--- src/rtl/lsu_ctrl.sv ---
// Load/store unit: one access per handshake, aligned word request, extended load result.
// Latency accept->result >= 3 cycles; errors bypass memory; in_ready only in IDLE.
module lsu_ctrl #(
  parameter int TIMEOUT = 16
) (
  input  logic        clk,
  input  logic        rst,
  input  logic        in_valid,
  output logic        in_ready,
  input  logic        in_wen,
  input  logic [2:0]  in_funct3,
  input  logic [31:0] in_addr,
  input  logic [31:0] in_wdata,
  output logic        mem_req_valid,
  input  logic        mem_req_ready,
  output logic        mem_wen,
  output logic [31:0] mem_addr,
  output logic [31:0] mem_wdata,
  output logic [7:0]  mem_wmask,
  input  logic        mem_resp_valid,
  input  logic [31:0] mem_rdata,
  output logic        out_valid,
  input  logic        out_ready,
  output logic [31:0] out_rdata,
  output logic [1:0]  out_err
);

  localparam int CW = $clog2(TIMEOUT + 1);

  typedef enum logic [1:0] {S_IDLE, S_REQ, S_WAIT, S_DONE} state_t;

  state_t          r_state;
  state_t          w_next;
  logic            r_wen;
  logic [2:0]      r_funct3;
  logic [1:0]      r_off;
  logic [CW-1:0]   r_cnt;
  logic [31:0]     r_maddr;
  logic [31:0]     r_mwdata;
  logic [3:0]      r_mwmask;
  logic [31:0]     r_rdata;
  logic [1:0]      r_err;

  logic            w_accept;
  logic            w_illegal;
  logic            w_misalign;
  logic [4:0]      w_shift;
  logic [3:0]      w_wmask;
  logic [CW-1:0]   w_cnt_nx;
  logic            w_tmo;
  logic [31:0]     w_t;
  logic [31:0]     w_ld;

  assign w_accept   = in_valid && (r_state == S_IDLE);
  assign w_illegal  = in_wen ? (in_funct3[2] || (in_funct3[1:0] == 2'b11))
                             : ((in_funct3 == 3'b011) || (in_funct3[2:1] == 2'b11));
  // Illegal encodings are screened first, so funct3[1:0] alone identifies H/W here.
  assign w_misalign = ((in_funct3[1:0] == 2'b01) && in_addr[0]) ||
                      ((in_funct3[1:0] == 2'b10) && (in_addr[1:0] != 2'b00));
  assign w_shift    = {in_addr[1:0], 3'b000};
  assign w_cnt_nx   = r_cnt + 1'b1;
  assign w_tmo      = (w_cnt_nx == CW'(TIMEOUT));
  assign w_t        = mem_rdata >> {r_off, 3'b000};

  always_comb begin
    w_wmask = 4'b0000;
    if (in_wen) begin
      case (in_funct3[1:0])
        2'b00:   w_wmask = 4'b0001 << in_addr[1:0];
        2'b01:   w_wmask = 4'b0011 << in_addr[1:0];
        default: w_wmask = 4'b1111;
      endcase
    end
  end

  always_comb begin
    case (r_funct3)
      3'b000:  w_ld = {{24{w_t[7]}}, w_t[7:0]};
      3'b100:  w_ld = {24'd0, w_t[7:0]};
      3'b001:  w_ld = {{16{w_t[15]}}, w_t[15:0]};
      3'b101:  w_ld = {16'd0, w_t[15:0]};
      default: w_ld = w_t;
    endcase
  end

  always_ff @(posedge clk or posedge rst) begin
    if (rst) r_state <= S_IDLE;
    else     r_state <= w_next;
  end

  always_comb begin
    w_next = r_state;
    case (r_state)
      S_IDLE: if (w_accept) w_next = (w_illegal || w_misalign) ? S_DONE : S_REQ;
      S_REQ:  if (mem_req_ready) w_next = S_WAIT;
      S_WAIT: if (mem_resp_valid || w_tmo) w_next = S_DONE;
      S_DONE: if (out_ready) w_next = S_IDLE;
      default: w_next = S_IDLE;
    endcase
  end

  always_comb begin
    in_ready      = (r_state == S_IDLE);
    mem_req_valid = (r_state == S_REQ);
    out_valid     = (r_state == S_DONE);
  end

  always_ff @(posedge clk or posedge rst) begin
    if (rst) begin
      r_wen    <= 1'b0;
      r_funct3 <= 3'd0;
      r_off    <= 2'd0;
      r_cnt    <= '0;
      r_maddr  <= 32'd0;
      r_mwdata <= 32'd0;
      r_mwmask <= 4'd0;
      r_rdata  <= 32'd0;
      r_err    <= 2'b00;
    end else begin
      case (r_state)
        S_IDLE: if (w_accept) begin
          r_wen    <= in_wen;
          r_funct3 <= in_funct3;
          r_off    <= in_addr[1:0];
          r_maddr  <= {in_addr[31:2], 2'b00};
          r_mwdata <= in_wdata << w_shift;
          r_mwmask <= w_wmask;
          r_rdata  <= 32'd0;
          r_err    <= w_illegal ? 2'b11 : (w_misalign ? 2'b01 : 2'b00);
        end
        S_REQ: if (mem_req_ready) r_cnt <= '0;
        S_WAIT: begin
          if (mem_resp_valid) begin
            r_rdata <= r_wen ? 32'd0 : w_ld;
            r_err   <= 2'b00;
          end else begin
            r_cnt <= w_cnt_nx;
            if (w_tmo) begin
              r_rdata <= 32'd0;
              r_err   <= 2'b10;
            end
          end
        end
        default: ;
      endcase
    end
  end

  assign mem_wen   = r_wen;
  assign mem_addr  = r_maddr;
  assign mem_wdata = r_mwdata;
  assign mem_wmask = {4'b0000, r_mwmask};
  assign out_rdata = r_rdata;
  assign out_err   = r_err;

endmodule

--- config.mk ---
export PLATFORM = sky130hd
export DESIGN_NAME = lsu_ctrl
export DESIGN_NICKNAME = d
export VERILOG_FILES = /design/src/rtl/lsu_ctrl.sv
export SDC_FILE = /design/constraint.sdc
export NUM_CORES = 1
export LEC_CHECK = 0
export BUFFER_PORTS_ARGS = -buffer_cell sky130_fd_sc_hd__buf_2
export CORE_ASPECT_RATIO = 0.5
export CORE_UTILIZATION = 51
export CTS_BUF_LIST = sky130_fd_sc_hd__clkbuf_2 sky130_fd_sc_hd__clkbuf_4 sky130_fd_sc_hd__clkbuf_8
export DETAILED_ROUTE_END_ITERATION = 7
export GPL_ROUTABILITY_DRIVEN = 1
export MAX_ROUTING_LAYER = met4
export PLACE_DENSITY = 0.85
export SETUP_SLACK_MARGIN = 0.15
export SLEW_MARGIN = 20
export SYNTH_ARGS = -nofsm -noshare
export SYNTH_HDL_FRONTEND = slang
export SYNTH_SLANG_ARGS = --single-unit
--- constraint.sdc ---
create_clock -name clk -period 4.83 [get_ports clk]
set_input_delay 0.7245 -clock clk [delete_from_list [all_inputs] [get_ports clk]]
set_output_delay 0.7245 -clock clk [all_outputs]
set_load 0.02 [all_outputs]
After elaboration in Yosys (flattened, before gate mapping)
Index checks and enable logic that the tools add are counted. Widths: inputs -> output; s select.

Register bits after elaboration: 113. Latch bits: 0. Bits in writable memories: 0. ROM bits: 0. Input port bits: 106. Output and inout port bits: 110. Word-level logic and storage cells: 75. Memories: 0.

Add/subtract/negate cells: 1. $mul: 0. Div/mod/pow operators: 0. Magnitude comparators: 0. Equality and inequality tests: 18. Shift-type cells: 4. Mux-type cells: 24. Bitwise operators: 0. Reduce and logical (&&, ||, !) cells: 18.

Operators with widths (count): $mux 32 (4); $pmux 32 s4 (1); $pmux 32 s2 (1); $shl 32x5->32 (1); $shr 32x5->32 (1); $mux 2 (9); $eq 2x2->1 const B (5); $mux 5 (2); $pmux 5 s2 (1); $pmux 2 s4 (1); $pmux 4 s2 (1); $eq 3x3->1 const B (2); $ne 2x1->1 const B (3); $reduce_and 3->1 (2); $reduce_bool 2->1 (3); $add 5x1->5 const B (1); $eq 5x5->1 const B (1); $logic_or 1x1->1 (5); $eq 2x1->1 const B (2); $logic_not 2->1 (2); $mux 4 (1); $ne 2x2->1 const B (2); $pmux 2 s2 (1); $reduce_and 4->1 (1); 9 further kinds (12).

Logic depth before layout (Yosys ltp)
Gate-level depths: netlist (run 1).

Depth after elaboration: 7. Mapped depth: 9. Depth with buffers taken out: 6.

Worst setup path after synthesis (run 1)
OpenSTA, ideal clock, no wires.

Path kind: register -> register. Start: register r_state[0]. End: register r_rdata[0], in the netlist out_rdata[0]. Library setup time: 0.125 ns. Arrival: 2.198 ns. Data required time: 4.705 ns. Slack: 2.507 ns. Stages on the path, launching flop included: 9. Buffers on the path: 2. Clock period less this slack: 2.323 ns. Cells stage by stage: dfrtp_1 > inv_1 > ha_1 > clkbuf_1 > mux2i_1 > nor2_1 > a21oi_2 > buf_2 > mux2_2.

Longest elaborated chain between the ends: 4. Elaborated cells on any way between the ends: 8. Classes of those cells: eq/ne (3); mux (1); reduce/logical (4).

RTL lines: start, declared (RTL line 32) `state_t r_state;`; start signal, assigned (RTL line 88) `else r_state <= w_next;`; $logic_not 2->1 (*); via in_ready (RTL line 9) `output logic in_ready,`; $logic_and 1x1->1 (RTL line 54) `assign w_accept = in_valid && (r_state == S_IDLE);`; $ne 2x1->1 (no source line); $reduce_and 3->1 (no source line); end signal, assigned (RTL line 134) `r_rdata <= r_wen ? 32'd0 : w_ld;`; end, declared (RTL line 41) `logic [31:0] r_rdata;`.

The timed path passes the listed nets; every way through them passes the cells marked *. A chain may end at the register's enable or synchronous reset.

Final worst setup path (run 1)
Start: register r_state[0]. End: register r_mwdata[5], in the netlist mem_wdata[5].

Longest elaborated chain between the ends: 3.

RTL lines: $logic_not 2->1 (*) (RTL line 54, 120); $logic_and 1x1->1 (RTL line 54); $reduce_and 2->1 (no source line) (*); end signal, assigned (RTL line 126) `r_mwdata <= in_wdata << w_shift;`; end, declared (RTL line 39) `logic [31:0] r_mwdata;`.

Mark *: on every way between the ends. The rest lies on a longest branch, timed or not.

==> impl_results.md, run 1 <==
* CP Class: reg -> reg
* Setup TNS at 0 ps
* CP Launch Point: r_state[0]$_DFFE_PP0P_
* Hold slack at 451 ps
* Finish-stage setup viols at 0
* Via Count at around 4.6k
* Worst-Skew Late Latency at between 400 and 500 ps
* Cell Chain, Critical Path: inv_1, ha_1, nand2_4, nor3_1, a22o_1
* Post-CTS Resized at 0
* Worst relative slew slack at between 30% and 40%
* CTS H-tree depth at 4
* Synthesis-to-finish area growth at 26.6%
* First-pass GRT wire length at roughly 21000 µm
* Mapped cell area at 5530 µm²
* Vias in the first global route at roughly 4.3k
* Critical Path Sink Type: flop
* CP Max Fanout at 83
* LEAKAGE at between 3 and 4 nW
* Total iterations of the first detailed-routing run at 4
* Post-synthesis simple-gate area fraction at ~8.8%
* I/O pin cnt at 216
* Vias/cell at roughly 5.6
* Adder-Cell Fraction of Synth Area at roughly 1.1%
* CP max stage cell: nor3_1
* Hold/Removal Path Class: in -> async
* Root Driver: clkbuf_8
* Number of setup buffers added after CTS at 0
* Fin. Hold Viols at 0
* Wire length per cell at around 17 µm
* FFs w/ async S/R, synth at between 90% and 100%
* Share of cells above drive strength 1 at a little under half
* Detailed-route wire length at 14200 µm
* Clk_skew at between 10 and 15 ps
* Ys Warns at 0
* Gr usage total at between 20% and 30%
* Sequential cell area at 2830 µm²
* Number of synthesized flops with an enable pin at 0
* Compound-Gate Fraction of Synth Area at between 10% and 20%
* Largest family of logic cells by synthesized area: multiplexers
* # diodes at 0
* Xor and xnor area share after synthesis at 0%
* CP Data Arrival Time at between 3000 and 4000 ps
* Final Cycle Share at approximately 58%
* Detailed placer's ending HPWL at 10100 µm
* CP peak stage delay at 990 ps
* Die area at 11300 µm²
* GR Overflow Total at 0
* Hold_buf cts at 0
* Main synth FF type: dfrtp_1
* Antenna-violating nets left at 0
* Worst Max-Slew Pin Slew at 998 ps
* Initial Util at between 50% and 60%
* Pin count of the biggest net entering global routing at 84
* Die Wd at ~150 µm
* DR DRC count at 0
* Status: finished, final reports clean
* Core area at 10400 µm²
* Minimum clock period at 2780 ps
* Sequential fraction of the synthesis area at 51.1%
* Buffers & Inverters on Critical Path at 1
* Max cap viols at 0
* CP Data Required Time at around 5200 ps
* FF-to-FF Start: r_state[0]$_DFFE_PP0P_
* Clk sinks at 113
* Peak VDD IR at ~0.33 mV
* Cells after Synth at between 400 and 500
* CTS clk-pin slew, worst paths at ~70 ps
* # rows at 26
* TritonCTS Buffers at 17
* Fillers at 823
* Pwr Density at around 670 nW/µm²
* Slew Limit Fails at 0
* Avg Cell Area, Syn at 11.6 µm²
* Multi-input combinational cell area at 2500 µm²
* GPL Wtd Cong at between 0.9 and 1
* Post-synthesis mux area share at around a fifth
* Setup crit start kind: flop
* DRC violation total after the first TritonRoute iteration at between 200 and 300
* Clock buffer depth at 2
* Initial antenna violation count at 0
* CTS tree: yes
* Unrepaired setup endpoints after global routing: no
* CP delay by family, top: simple AND/OR/NAND/NOR gates
* Achievable Freq at about 0.36 GHz
* I/O Buffers at roughly 210
* Final net count at slightly below 800
* Synth Register Bits at roughly 110
* Library cells used by synthesis at 46
* DIE HEIGHT at ~76 µm
-- power breakdown --
| part | switching, mW | internal (mW) | leakage [nW] | total [mW] |
|---|---|---|---|---|
| Combinational | 1.22 | 0.868 | 2.01 | 2.09 |
| Clock | 0.380 | 0.529 | 0.209 | 0.908 |
| Sequential | 0.313 | 1.37 | 1.44 | 1.68 |
-- logic make-up after synthesis --
group,after synthesis
flip-flops,113
AND/OR/NAND/NOR,101
multiplexers,97
AO/OA/AOI/OAI,114
other,1
buffers and inverters,45
adder cells (fa/ha/maj),5
-- state kept, by name, summed over array words and instances (netlist names) --
| register | flops |
|---|---|
| out_rdata | 32 |
| mem_wdata | 32 |
| mem_wen | 1 |
| r_funct3 | 3 |
| r_cnt | 5 |
| r_state | 2 |
| r_mwmask | 4 |
| r_off | 2 |
| out_err | 2 |
| mem_addr | 30 |
-- layer usage --
| layer | GRT usage (%) | routed length [µm] | vias up |
|---|---|---|---|
| met5 | - | 0 | - |
| met4 | 9.75 | 166 | 0 |
| met3 | 5.45 | 823 | 18 |
| met2 | 43.4 | 7160 | 181 |
| met1 | 31.4 | 6060 | 2279 |
| li1 | - | - | 2142 |
-- through the flow --
stage / power [mW] / utilization, % / cells / setup WS [ps] / area (µm²)
finish: 4.67 / 67.5 / 827 / 2050 / 7000
global route: 4.95 / 67.5 / 827 / 1790 / 7000
CTS: 4.69 / 67.4 / 827 / 2070 / 6990
detailed placement: 3.78 / 63.5 / 795 / 2110 / 6590
global placement: 3.69 / 63.5 / 795 / 2210 / 6590
floorplan: 3.12 / - / 481 / 1120 / 5550
-- worst paths after layout --
| kind | to | slack [ps] | cells after the start |
|---|---|---|---|
| min in group clk | r_mwmask[0]$_DFFE_PP0P_ | 480 | 2 |
| max | mem_wdata[5]$_DFFE_PP0P_ | 2050 | 5 |
| max in group asynchronous | out_err[0]$_DFFE_PP0P_ | 3470 | 3 |
| min reg2reg | r_mwmask[0]$_DFFE_PP0P_ | 480 | 2 |
| max reg2reg | mem_wdata[5]$_DFFE_PP0P_ | 2050 | 5 |
| min | mem_addr[26]$_DFFE_PP0P_ | 450 | 2 |
-- final cells by class --
type,count,share of cell area [%]
Clock buffer,20,3.75
Inverter,7,0.447
Timing Repair Buffer,212,15.3
Sequential cell,113,40.4
Tap cell,140,2.50
Clock inverter,12,2.00
Multi-Input combinational cell,323,35.7
-- cell usage in the layout (no fill, tap or decap), types with 2 or more instances in the layout --
master      Yosys  routed
nor2_1         37      37
buf_4           7       3
nand2_1        27      26
a211oi_1       16      16
nand4b_1        2       2
nor4_1          2       2
clkinvlp_4      0       2
a221oi_1        8       8
a21oi_1        17      17
dfrtp_1       113     113
o21ai_0        23      23
nor3_1          6       6
nor2b_1        17      17
a211o_1         8       8
buf_2           4     209
inv_1           7       6
clkbuf_4        0       2
a221o_1         9       9
a22o_1         14      14
ha_1            5       5
clkbuf_8        1      18
clkinv_2        0       7
conb_1          1       6
mux2i_1        37      37
a2111oi_0       2       2
a21o_1          3       3
o2bb2ai_1       7       7
mux2_2         59      59
bufinv_16       0       3
-- Yosys cell counts (2+ instances only) --
cell	number	area [µm²]
ha_1	5	62.6
a211o_1	8	70.1
dfrtp_1	113	2830
a21oi_1	17	85.1
nor2_1	37	139
buf_4	7	52.6
buf_2	4	20.0
a2111oi_0	2	17.5
a221o_1	9	90.1
nor2b_1	17	106
mux2i_1	37	370
o2bb2ai_1	7	61.3
mux2_2	59	664
buf_1	3	11.3
o21ai_0	23	115
a211oi_1	16	120
clkbuf_1	19	71.3
a21o_1	3	22.5
nand2_1	27	101
a221oi_1	8	70.1
inv_1	7	26.3
a22o_1	14	123
nand4b_1	2	17.5
buf_6	4	45.0
nor3_1	6	30.0
nor4_1	2	12.5
Power figures use the tool's default switching activity.
==> run 2, diff against run 1 <==
--- a/config.mk
+++ b/config.mk
@@ -5,14 +5,15 @@
 export SDC_FILE = /design/constraint.sdc
 export NUM_CORES = 1
 export LEC_CHECK = 0
+export ABC_AREA = 1
 export BUFFER_PORTS_ARGS = -buffer_cell sky130_fd_sc_hd__buf_2
 export CORE_ASPECT_RATIO = 0.5
-export CORE_UTILIZATION = 51
+export CORE_UTILIZATION = 47
 export CTS_BUF_LIST = sky130_fd_sc_hd__clkbuf_2 sky130_fd_sc_hd__clkbuf_4 sky130_fd_sc_hd__clkbuf_8
 export DETAILED_ROUTE_END_ITERATION = 7
 export GPL_ROUTABILITY_DRIVEN = 1
 export MAX_ROUTING_LAYER = met4
-export PLACE_DENSITY = 0.85
+export PLACE_DENSITY = 0.81
 export SETUP_SLACK_MARGIN = 0.15
 export SLEW_MARGIN = 20
 export SYNTH_ARGS = -nofsm -noshare
==> constraint.sdc (replaced) <==
create_clock -name clk -period 2.53 [get_ports clk]
set_input_delay 0.3795 -clock clk [delete_from_list [all_inputs] [get_ports clk]]
set_output_delay 0.3795 -clock clk [all_outputs]
set_load 0.02 [all_outputs]
==> impl_results.md, run 2 <==
* Status: finished, final reports clean
* Antenna-violating nets left at 0 (unchanged)
* CP max stage cell: dfrtp_1
* Clk sinks at 113 (unchanged)
* Pwr Density at 1240 nW/µm² (+85%)
* Achievable Freq at 0.544 GHz (+51%)
* CP Data Arrival Time at 2210 ps (-910 ps)
* CP peak stage delay at 420 ps (-570 ps)
* FFs w/ async S/R, synth at 100% (unchanged)
* CP Launch Point: r_state[0]$_DFFE_PP0P_
* Cell Chain, Critical Path: inv_1, ha_1, inv_1, nor2_4, nand2_2, nand2_4, nand2_1, nand2_1
* Cells after Synth at 759 (+59%)
* CTS tree: yes
* Vias/cell at 5.10 (-8.8%)
* Synth top area share at 47.5% (-3.6 points)
* FF-to-FF Start: r_state[0]$_DFFE_PP0P_
* CP Max Fanout at 34 (-59%)
* Unrepaired setup endpoints after global routing: no
* Synth Register Bits at 113 (unchanged)
* Cell taking the most area after synthesis: dfrtp_1
* Commonest non-fill, non-tap cell in the layout: nand2_1
* Core area at 12100 µm² (+16%)
* Critical Path Sink Type: flop
* TritonCTS Buffers at 17 (unchanged)
* Pin count of the biggest net entering global routing at 75 (-11%)
* Wire length per cell at 14.1 µm (-18%)
* Slew Limit Fails at 0 (unchanged)
* Hold_buf cts at 0 (unchanged)
* Vias in the first global route at 5402 (+25%)
* DRC violation total after the first TritonRoute iteration at 380 (+38%)
* CTS clk-pin slew, worst paths at 70 ps (about the same)
* Worst relative slew slack at 52.8% (+20 points)
* I/O pin cnt at 216 (unchanged)
* Detailed placer's ending HPWL at 11300 µm (+12%)
* Die area at 13100 µm² (+16%)
* LEAKAGE at 4.33 nW (+18%)
* Worst Max-Slew Pin Slew at 709 ps (-289 ps)
* Library cells used by synthesis at 36 (-22%)
* Overall power at 9.18 mW (+96%)
* Hold slack at 12.5 ps (-439 ps)
* Clk_skew at 10.6 ps (-0.960 ps)
* Setup TNS at 0 ps (unchanged)
* I/O Buffers at 209 (unchanged)
* DR DRC count at 0 (unchanged)
* Fillers at 1096 (+33%)
* CTS H-tree depth at 4 (unchanged)
* Hold/Removal Path Class: in -> async
* # diodes at 0 (unchanged)
* Share of cells above drive strength 1 at 29.4% (-16 points)
* Initial antenna violation count at 0 (unchanged)
* Initial Util at 49.2% (-4.1 points)
* Setup crit start kind: flop
* Final net count at 1063 (+35%)
* DIE HEIGHT at 81.6 µm (+7.8%)
* Number of setup buffers added after CTS at 0 (unchanged)
* Ys Warns at 0 (unchanged)
* Minimum clock period at 1840 ps (-940 ps)
* Sequential fraction of the synthesis area at 47.5% (-3.6 points)
* Finish-stage setup viols at 0 (unchanged)
* Gr usage total at 26.2% (+0.34 points)
* Peak VDD IR at 0.697 mV (+110%)
* Top cells by area, synth: dfrtp_1 (48%), nand2_1 (22%), a21oi_1 (3.0%)
* Die Wd at 161 µm (+7.9%)
* Post-CTS Resized at 0 (unchanged)
* CP Data Required Time at 2900 ps (-2270 ps)
* GPL Wtd Cong at 0.934 (+2.2%)
* CP Class: reg -> reg
* Final Cycle Share at 72.7% (+15 points)
* Avg Cell Area, Syn at 7.84 µm² (-33%)
* Non-filler instance count after layout at 1128 (+36%)
* Detailed-route wire length at 15900 µm (+12%)
* Worst-Skew Late Latency at 430 ps (+20 ps)
* Most frequent cells after synthesis: nand2_1 (349), dfrtp_1 (113), inv_1 (38)
* Synthesis-to-finish area growth at 24.9%
* Max cap viols at 0 (unchanged)
* Root Driver: clkbuf_8
* Via Count at 5749 (+24%)
* Cell count after placement at 1098 (+38%)
* Clock buffer depth at 2 (unchanged)
* GR Overflow Total at 0 (unchanged)
* Mapped cell area at 5950 µm² (+7.5%)
* Main synth FF type: dfrtp_1
* Commonest non-fill, non-tap cells in the layout: nand2_1 (348), buf_2 (209), dfrtp_1 (113)
* Number of synthesized flops with an enable pin at 0 (unchanged)
* First-pass GRT wire length at 26000 µm (+21%)
* Most common cell in the netlist: nand2_1
* Total iterations of the first detailed-routing run at 5 (+1)
* Fin. Hold Viols at 0 (unchanged)
* Post-layout util at 61.5% (-6.0 points)
* # rows at 28 (+7.7%)
==> run 2: cell types whose count changed in the layout (fill, tap and decap cells not counted), moves of 16 or more <==
cell and delta:
nand2_1 +322, mux2_2 -59, nand3_1 +32, inv_1 +31, mux2i_1 -22, a21oi_1 +19
nor2b_1 -17, nor2_1 -16
==> run 2: worst max-delay path: cells and delay by family, from the launching register on <==
family                   cells  cell delay (ps)
buffers and inverters        2              220
AND/OR/NAND/NOR              5              830
adder cells (fa/ha/maj)      1              290
flip-flops                   1              420
==> run 2: path summary, 6_finish.rpt <==
check | slack [ps] | endpoint | depth (start not counted)
max | 690 | out_rdata[9]$_DFFE_PP0P_ | 8
min | 10 | out_rdata[6]$_DFFE_PP0P_ | 2
max reg2reg | 690 | out_rdata[9]$_DFFE_PP0P_ | 8
min reg2reg | 470 | mem_addr[17]$_DFFE_PP0P_ | 2
max in group asynchronous | 1650 | mem_wdata[16]$_DFFE_PP0P_ | 3
min in group clk | 140 | mem_addr[18]$_DFFE_PP0P_ | 3
==> run 2: area by class of cell <==
cell class	count	area (µm²)	area share (%)
Sequential cell	113	2830	38.1
Multi-Input combinational cell	557	2650	35.7
Timing Repair Buffer	220	1150	15.5
Clock buffer	21	277	3.72
Tap cell	165	206	2.78
Inverter	43	178	2.39
Clock inverter	9	134	1.80
==> run 2: layer usage <==
layer,wire (µm),GRT usage [%]
met5,0,-
met2,7780,42.5
met3,911,6.06
met4,348,12.5
met1,6900,31.4
==> run 2: stage by stage <==
| step | setup slack [ps] | area [µm²] |
|---|---|---|
| 3_5_place_dp | 701 | 7020 |
| 6_report | 692 | 7430 |
| 3_3_place_gp | 822 | 7020 |
| 2_1_floorplan | 779 | 5970 |
| 4_1_cts | 679 | 7430 |
| 5_1_grt | 530 | 7430 |
==> run 2: power by group <==
group | internal [mW] | total, mW | switching [mW]
clock network | 1.04 | 1.80 | 0.760
registers | 2.51 | 2.99 | 0.474
logic | 1.41 | 4.39 | 2.99
==> run 2: logic make-up after synthesis <==
logic type	Yosys count	share of synthesized area, %
other cells	1	0.0630
mux	15	2.52
buf+inv	94	8.22
compound gates	100	10.5
flops	113	47.5
simple gates	431	30.1
fa+ha+maj	5	1.05
==> run 3, diff against run 2 <==
--- a/config.mk
+++ b/config.mk
@@ -5,15 +5,15 @@
 export SDC_FILE = /design/constraint.sdc
 export NUM_CORES = 1
 export LEC_CHECK = 0
-export ABC_AREA = 1
+export ABC_AREA = 0
 export BUFFER_PORTS_ARGS = -buffer_cell sky130_fd_sc_hd__buf_2
 export CORE_ASPECT_RATIO = 0.5
-export CORE_UTILIZATION = 47
+export CORE_UTILIZATION = 51
 export CTS_BUF_LIST = sky130_fd_sc_hd__clkbuf_2 sky130_fd_sc_hd__clkbuf_4 sky130_fd_sc_hd__clkbuf_8
 export DETAILED_ROUTE_END_ITERATION = 7
 export GPL_ROUTABILITY_DRIVEN = 1
 export MAX_ROUTING_LAYER = met4
-export PLACE_DENSITY = 0.81
+export PLACE_DENSITY = 0.85
 export SETUP_SLACK_MARGIN = 0.15
 export SLEW_MARGIN = 20
 export SYNTH_ARGS = -nofsm -noshare
==> constraint.sdc (replaced) <==
create_clock -name clk -period 1.8 [get_ports clk]
set_input_delay 0.27 -clock clk [delete_from_list [all_inputs] [get_ports clk]]
set_output_delay 0.27 -clock clk [all_outputs]
set_load 0.02 [all_outputs]
==> impl_results.md, run 3 (synthesis results as in run 1) <==
* I/O Buffers at 209 (unchanged)
* DP Worst Slack at -154 ps (-855 ps)
* Setup ws final at -321 ps (-1010 ps)
* Die area at 11300 µm² (-14%)
* CTS clk-pin slew, worst paths at 70 ps (about the same)
* Critical Path Sink Type: flop
* DR DRC count at 0 (unchanged)
* LEAKAGE at 4.32 nW (-0.31%)
* Cell Chain, Critical Path: inv_2, ha_4, nor2b_2, or2_1, buf_4, nor3_1, a221o_1
* CP Class: reg -> reg
* Vias in the first global route at 4770 (-12%)
* First-pass GRT wire length at 24000 µm (-7.5%)
* Pin count of the biggest net entering global routing at 68 (-9.3%)
* Core area at 10400 µm² (-14%)
* Setup crit start kind: flop
* Worst Max-Slew Pin Slew at 747 ps (+38.9 ps)
* CP max stage cell: dfrtp_1
* Peak VDD IR at 0.946 mV (+36%)
* Gr usage total at 29.4% (+3.2 points)
* Detailed placer's ending HPWL at 10600 µm (-6.4%)
* Share of cells above drive strength 1 at 55.5% (+26 points)
* GR Overflow Total at 0 (unchanged)
* # rows at 26 (-7.1%)
* # diodes at 0 (unchanged)
* Total iterations of the first detailed-routing run at 5 (unchanged)
* Hold Path Cell Cnt at 2
* Clk_skew at 9.35 ps (-1.25 ps)
* Worst-case hold path end point: mem_addr[2]$_DFFE_PP0P_
* Multi-input combinational cell area at 2950 µm² (+11%)
* R2r worst-path depth at 7 (-1)
* Final Cycle Share at 118% (+45 points)
* Worst relative slew slack at 49.9% (-2.9 points)
* Wire length per cell at 21.1 µm (+49%)
* Finish-stage setup viols at 33 (+33)
* Cell Area, Placed at 6880 µm² (-2.0%)
* Hold_sp: in_addr[2]
* I/O pin cnt at 216 (unchanged)
* Fillers at 600 (-45%)
* Post-layout util at 78.6% (+17 points)
* Overall power at 15.5 mW (+69%)
* GPL Wtd Cong at 0.863 (-7.6%)
* Clock buffer depth at 2 (unchanged)
* CP Data Arrival Time at 2410 ps (+200 ps)
* CP Max Fanout at 9 (-74%)
* CTS tree: yes
* R2R setup slack at -320 ps (-1010 ps)
* Minimum clock period at 2120 ps (+282 ps)
* Slew Limit Fails at 0 (unchanged)
* Sequential cell area at 2830 µm² (about the same)
* Failing checks: setup timing
* Achievable Freq at 0.472 GHz (-13%)
* TritonCTS Buffers at 17 (unchanged)
* DIE HEIGHT at 75.7 µm (-7.2%)
* Fin. Hold Viols at 0 (unchanged)
* Pwr Density at 1900 nW/µm² (+54%)
* Commonest non-fill, non-tap cell in the layout: buf_2
* Worst r2r dst: out_rdata[15]$_DFFE_PP0P_
* Root Driver: clkbuf_8
* Vias/cell at 5.95 (+17%)
* Unrepaired setup endpoints after global routing: yes
* Detailed-route wire length at 18500 µm (+16%)
* Clk sinks at 113 (unchanged)
* Cell count after placement at 822 (-25%)
* Final net count at 838 (-21%)
* Antenna-violating nets left at 0 (unchanged)
* DRC violation total after the first TritonRoute iteration at 404 (+6.3%)
* Initial Util at 53.3% (+4.1 points)
* Die Wd at 149 µm (-7.3%)
* Initial antenna violation count at 0 (unchanged)
* FF-to-FF Start: r_state[0]$_DFFE_PP0P_
* Max cap viols at 0 (unchanged)
* Status: finished with violations
* Synthesis-to-finish area growth at 47.5%
* CP peak stage delay at 410 ps (about the same)
* Non-filler instance count after layout at 880 (-22%)
* Via Count at 5236 (-8.9%)
* Commonest non-fill, non-tap cells in the layout: buf_2 (207), dfrtp_1 (112), mux2_4 (51)
* Worst-Skew Late Latency at 430 ps (about the same)
* CTS H-tree depth at 4 (unchanged)
* Final instance area at 8160 µm² (+9.9%)
* Hold/Removal Path Class: in -> reg
* CP Data Required Time at 2090 ps (-810 ps)
[run 3: changes by cell type in the layout (fill, tap and decap cells not counted), sizes merged, moves of 8 or more]
cell and delta:
nand2 -337, a211o +8, mux2i +22, o221ai -12, mux2 +59, nand3 -38
inv -36, buf +42, a21oi -19, a22o +10, nor2b +17, a221oi +8
a221o +9, nor2 +14
[run 3: report_power, final]
| part | switching [mW] | internal [mW] |
|---|---|---|
| combinational | 4.36 | 3.99 |
| clock | 1.08 | 1.54 |
| sequential | 0.841 | 3.68 |
| total | 6.28 | 9.21 |
[run 3: how the worst max path moves through the flow]
stage	from	endpoint	slack [ps]	cells after the start
2_1_floorplan	r_state[1]$_DFFE_PP0P_	out_rdata[0]$_DFFE_PP0P_	-210	8
3_3_place_gp	r_state[0]$_DFFE_PP0P_	out_rdata[20]$_DFFE_PP0P_	-50	7
3_5_place_dp	r_state[0]$_DFFE_PP0P_	out_rdata[21]$_DFFE_PP0P_	-150	7
4_1_cts	r_state[0]$_DFFE_PP0P_	out_rdata[5]$_DFFE_PP0P_	-70	8
5_1_grt	r_state[0]$_DFFE_PP0P_	out_rdata[15]$_DFFE_PP0P_	-350	7
6_report	r_state[0]$_DFFE_PP0P_	out_rdata[15]$_DFFE_PP0P_	-320	7
[run 3: critical path, delay by kind of cell, from the launching register on]
family | cells | cell delay [ps]
AO/OA/AOI/OAI | 1 | 370
buffers and inverters | 2 | 370
adder cells (fa/ha/maj) | 1 | 200
AND/OR/NAND/NOR | 3 | 610
flip-flops | 1 | 410
[run 3: routing by layer]
metal / up-vias / track usage (%) / wire [µm]
met4: 0 / 14.1 / 786
li1: 2242 / - / -
met3: 96 / 6.59 / 1200
met2: 319 / 49.1 / 9090
met5: - / - / 0
met1: 2579 / 34.6 / 7450
[run 3: what timing repair did]
item / in CTS / in global routing
buffers inserted: 14 / 7
endpoints found under the setup margin: 91 / 102
pin swaps: 16 / 16
cloned: 2 / 2
hold buffers: 1 / 0
hold endpoints to repair: 113 / 0
gates resized for setup: 54 / 95
[run 3: through the flow]
step,hold slack [ps],TNS (ps)
floorplan,403,-3630
global placement,392,-887
global route,53.6,-5700
CTS,57.8,-1000
detailed placement,397,-2940
finish,66.2,-4810
[run 3: cell type report]
| class | instances | area share [%] |
|---|---|---|
| clock buffer | 23 | 3.73 |
| clock inverter | 9 | 1.58 |
| inverter | 7 | 0.368 |
| multi-input combinational | 323 | 36.2 |
| sequential | 113 | 34.7 |
| tap | 140 | 2.15 |
| timing repair buffer | 265 | 21.3 |
